==> config.mk <==
export PLATFORM = sky130hd
export DESIGN_NAME = serial_subtractor
export DESIGN_NICKNAME = d
export VERILOG_FILES = /design/src/rtl/serial_sub_pkg.sv /design/src/rtl/full_subtractor.sv /design/src/rtl/serial_subtractor.sv
export SDC_FILE = /design/constraint.sdc
export NUM_CORES = 1
export LEC_CHECK = 0
export CORE_ASPECT_RATIO = 1.75
export CORE_UTILIZATION = 23
export DETAILED_ROUTE_END_ITERATION = 10
export GPL_TIMING_DRIVEN = 0
export PLACE_DENSITY = 0.45
export SLEW_MARGIN = 25
export SYNTH_ARGS = -nofsm -noshare
export SYNTH_HDL_FRONTEND = slang
export SYNTH_HIERARCHICAL = 1
export SYNTH_SLANG_ARGS = --single-unit
==> constraint.sdc <==
create_clock -name clk -period 1.6 [get_ports clk]
set_input_delay 0.24 -clock clk [delete_from_list [all_inputs] [get_ports clk]]
set_output_delay 0.24 -clock clk [all_outputs]
set_load 0.02 [all_outputs]
==> src/rtl/serial_sub_pkg.sv <==
// Shared types and defaults for the bit-serial subtractor.
package serial_sub_pkg;

    typedef enum logic [1:0] {
        IDLE = 2'd0,
        RUN  = 2'd1,
        DONE = 2'd2
    } state_t;

    localparam int unsigned DEFAULT_WIDTH = 8;

endpackage

==> src/rtl/full_subtractor.sv <==
// Single-bit full subtractor cell: d = x - y - bin, bout is the borrow out.
module full_subtractor (
    input  logic x,
    input  logic y,
    input  logic bin,
    output logic d,
    output logic bout
);

    always_comb begin
        d    = x ^ y ^ bin;
        bout = (~x & y) | (~(x ^ y) & bin);
    end

endmodule

==> src/rtl/serial_subtractor.sv <==
// Bit-serial a - b, LSB first, one bit per clock through a single full_subtractor
// cell, with valid/ready handshakes on both the operand and result sides.
module serial_subtractor
    import serial_sub_pkg::*;
#(
    parameter int unsigned WIDTH = DEFAULT_WIDTH
) (
    input  logic             clk,
    input  logic             rst_n,
    input  logic             in_valid,
    output logic             in_ready,
    input  logic [WIDTH-1:0] a,
    input  logic [WIDTH-1:0] b,
    output logic             out_valid,
    input  logic             out_ready,
    output logic [WIDTH-1:0] diff,
    output logic             borrow_out
);

    localparam int unsigned CNT_W = $clog2(WIDTH);
    localparam logic [CNT_W-1:0] LAST_CNT = CNT_W'(WIDTH - 1);

    state_t           state_q, state_d;
    logic [WIDTH-1:0] sa_q, sa_d;
    logic [WIDTH-1:0] sb_q, sb_d;
    logic [WIDTH-1:0] res_q, res_d;
    logic [WIDTH-1:0] diff_q, diff_d;
    logic             borrow_q, borrow_d;
    logic             borrow_out_q, borrow_out_d;
    logic [CNT_W-1:0] cnt_q, cnt_d;

    logic cell_d;
    logic cell_bout;

    full_subtractor u_cell (
        .x    (sa_q[0]),
        .y    (sb_q[0]),
        .bin  (borrow_q),
        .d    (cell_d),
        .bout (cell_bout)
    );

    always_comb begin
        state_d      = state_q;
        sa_d         = sa_q;
        sb_d         = sb_q;
        res_d        = res_q;
        diff_d       = diff_q;
        borrow_d     = borrow_q;
        borrow_out_d = borrow_out_q;
        cnt_d        = cnt_q;

        unique case (state_q)
            IDLE: begin
                if (in_valid) begin
                    sa_d     = a;
                    sb_d     = b;
                    res_d    = '0;
                    borrow_d = 1'b0;
                    cnt_d    = '0;
                    state_d  = RUN;
                end
            end
            RUN: begin
                sa_d     = sa_q >> 1;
                sb_d     = sb_q >> 1;
                res_d    = {cell_d, res_q[WIDTH-1:1]};
                borrow_d = cell_bout;
                cnt_d    = cnt_q + CNT_W'(1);
                // The last bit goes straight into diff so DONE holds the full result.
                if (cnt_q == LAST_CNT) begin
                    diff_d       = {cell_d, res_q[WIDTH-1:1]};
                    borrow_out_d = cell_bout;
                    state_d      = DONE;
                end
            end
            DONE: begin
                if (out_ready) begin
                    state_d = IDLE;
                end
            end
            default: state_d = IDLE;
        endcase
    end

    always_ff @(posedge clk or negedge rst_n) begin
        if (!rst_n) begin
            state_q      <= IDLE;
            sa_q         <= '0;
            sb_q         <= '0;
            res_q        <= '0;
            diff_q       <= '0;
            borrow_q     <= 1'b0;
            borrow_out_q <= 1'b0;
            cnt_q        <= '0;
        end else begin
            state_q      <= state_d;
            sa_q         <= sa_d;
            sb_q         <= sb_d;
            res_q        <= res_d;
            diff_q       <= diff_d;
            borrow_q     <= borrow_d;
            borrow_out_q <= borrow_out_d;
            cnt_q        <= cnt_d;
        end
    end

    always_comb begin
        in_ready   = (state_q == IDLE);
        out_valid  = (state_q == DONE);
        diff       = diff_q;
        borrow_out = borrow_out_q;
    end

endmodule
==> flow_summary.toml <==
[critical_path]
crit_top_cell = "buf_4"
setup.worst_path.class = "flip-flop to primary output"
required_ns = 1.36
path_max_fanout = 10
cp.arrival_ns = 1.27
end_kind = "primary output"
cp-start-kind = "flip-flop"
crit_chain = "buf_4, buf_6, nand2b_4, inv_1, buf_4"
critPathMaxStageDelay_ns = 0.36
crit_path_top_delay_cell = "dfrtp_1"

[synthesis]
yosysTopAreaCellShare_pct = 51.4
synth_top_family_by_area = "compound AO/OA/AOI/OAI gates"
synth_seq_cells = 38
yosys.area.top_type = "dfrtp_1"
synthXorXnorAreaFrac_pct = 0
synth.most_common_cell = "dfrtp_1"
muxShareOfSynthArea_pct = 7.91
yosys_warnings = 6
synthAdderAreaFrac_pct = 2.43
synth.area.top_cells = "dfrtp_1 (51%), mux2_4 (7.3%), nor4b_1 (6.1%)"
synth_flop_cell = "dfrtp_1"
synth_common_cells = "dfrtp_1 (38), inv_1 (19), nor3b_1 (13), nor4b_1 (13), a22o_1 (10)"
synth_compound_area_share_pct = 15.3
synthSimpleGateAreaFrac_pct = 14.7
synth_cell_types = 27
async_reset_ff_share_pct = 100
avgSynthCellArea_um2 = 12.6
synth_edf_count = 0
syn_area_um2 = 1850
ys_seq_area_share_pct = 51.4
synthesis.nets = 170
synthCells = 147

[grt]
grt_max_degree = 24
grt_overflow_total = 0
antenna_found_initial = 0
grt_usage_pct = 10.7
grt_pass1_wl_mm = 7.03
grt_pass1_vias = 1406

[floorplanning]
die_h_um = 121
die-area_um2 = 8430
start_util_pct = 23.6
std_cell_rows = 43
io-pin-count = 31
core_um2 = 7860
die_w_um = 69.8

[power]
p_sw_mw = 1.56
pwr-share-comb_pct = 41.5
ir_worst_vdd_v = 0.000558
power.internal_mw = 3.13
powerDensity_nw_per_um2 = 1900
power.leakage_nw = 1.10
switching_share_pct = 33.3
pwr-share-clk_pct = 23.6
p_seq_share_pct = 34.9

[cells_and_area]
area_growth_pct = 33.2
num-fill-cells = 828
fin_area_um2 = 2470
final_layout_size_suffix_gt1_share_pct = 24.2
nets = 208
n_antenna_cell = 0
seq_area_um2 = 952
multi_input_area_um2 = 758

[hold_path]
hp-class = "input pin to flip-flop"

[routing]
wirelength_mm = 4.13
drcViolationCount = 0
top_layer = "met4"
met3WireLength_um = 84
vias = 1268
vias_per_cell = 4.59
drtIter0Drc = 72
wire_per_inst_um = 15.0
wl_met1_mm = 1.79
drt-pass1-iter-count = 4
wl_met2_mm = 2.18
postRouteAntennaNets = 0

[timing]
worst_pin_slew_ns = 0.469
fin_ws_ns = 0.0885
fin_crit_sh_pct = 94.5
max_slew_margin_pct = 68.7
finalMaxSlewViolations = 0
finalClockSkew_ns = 0.00505
rsz0062_at_grt = "no"
setup_viol = 0
final-hold-violation-count = 0
timing.final.crit_period_ns = 1.51
max_freq_mhz = 662

[clock_tree]
cts_made_buffers = 5
cts-root-buf = "clkbuf_16"
cts.path.max_buffers = 2
cts_tree = "built"
htree_num_levels = 2
clock_latency_ns = 0.28
clk_pin_slew_ns = 0.06
clock-sinks = 38

[placement]
place_ws_ns = -0.151
port_buffers = 29
dp_hpwl_mm = 2.94
place_area_um2 = 2280
place_congestion = 0.700

[outcome]
outcome = "complete, no violations"

[flow_run]
max_cap_violations = 0
-- per-stage QoR --
step / std cells / power (mW) / setup TNS (ns) / hold slack, ns / util (%)
floorplan: 147 / 2.99 / 0 / -0.0556 / -
CTS: 276 / 4.77 / 0 / 0.346 / 31.3
global route: 276 / 5.02 / 0 / 0.361 / 31.4
global placement: 266 / 3.58 / -29.78 / 0.477 / 28.7
finish: 276 / 4.70 / 0 / 0.346 / 31.4
detailed placement: 267 / 3.62 / -0.289 / 0.213 / 29.0
-- cells in the final DEF, fill, tap and decap left out, types with 3 or more instances in the layout --
cell type,synthesis,routed
clkdlybuf4s50_1,0,26
buf_6,1,3
inv_1,19,19
nor4b_1,13,13
nor3b_1,13,13
buf_2,4,6
clkbuf_16,0,5
a22o_1,10,10
dfrtp_1,38,37
a211oi_1,5,5
buf_4,6,5
a211oi_2,8,8
mux2_4,9,9
-- sequential cells by signal, summed over array words and instances (netlist names) --
register / count
state_q: 2
cnt_q: 3
diff: 8
borrow_out: 1
sb_q: 8
sa_q: 8
borrow_q: 1
res_q: 7
-- routing by layer --
layer	up-vias	global-route usage [%]
li1	601	-
met1	641	12.6
met2	21	18.9
met3	5	1.50
met4	0	5.25
met5	-	0
-- power by group through the flow --
stage	Sequential [mW]	Combinational [mW]	Clock (mW)
after floorplan	1.71	1.28	0
after global placement	1.66	1.92	0
after detailed placement	1.66	1.96	0
after CTS	1.65	1.98	1.14
after global routing	1.70	2.15	1.17
final	1.64	1.95	1.11
-- critical path: cells and delay by family, from the launching register on --
kind	cells	cell delay, ns
AND/OR/NAND/NOR	1	0.14
buffers and inverters	4	0.49
flip-flops	1	0.36
-- what timing repair did --
action,CTS,global route
endpoints found under the setup margin,2,2
hold endpoints to repair,15,0
hold buffers,1,0
pin swaps,0,0
gates resized for setup,12,2
buffers inserted,0,0
-- final cells by class --
cell class	count	share of cell area (%)
Clock buffer	5	5.07
Clock inverter	3	1.62
Tap cell	90	4.57
Inverter	19	2.89
Sequential cell	38	38.6
Buffer	13	3.70
Multi-Input combinational cell	77	30.7
Timing Repair Buffer	31	12.8
-- path summary, 6_finish.rpt --
check,startpoint,endpoint,slack [ns],cells past startpoint
worst max register to register,cnt_q[0],diff[1],0.13,5
worst max-delay path,state_q[0],out_valid,0.09,5
min in group asynchronous,rst_n,sa_q[7],0.45,2
max in group asynchronous,rst_n,state_q[1],0.68,3
worst min register to register,sa_q[7],sa_q[7],0.50,1
worst min-delay path,in_valid,sb_q[7],0.35,3
-- cell families (layout without fill, tap and decap cells) --
kind of cell / after synthesis / after routing
muxes: 10 / 10
adders and majority gates: 3 / 3
AOI/OAI and AO/OA: 29 / 29
and+or+nand+nor: 35 / 35
buffers and inverters: 32 / 71
DFF: 38 / 38
(Power assumes the default switching activity.)
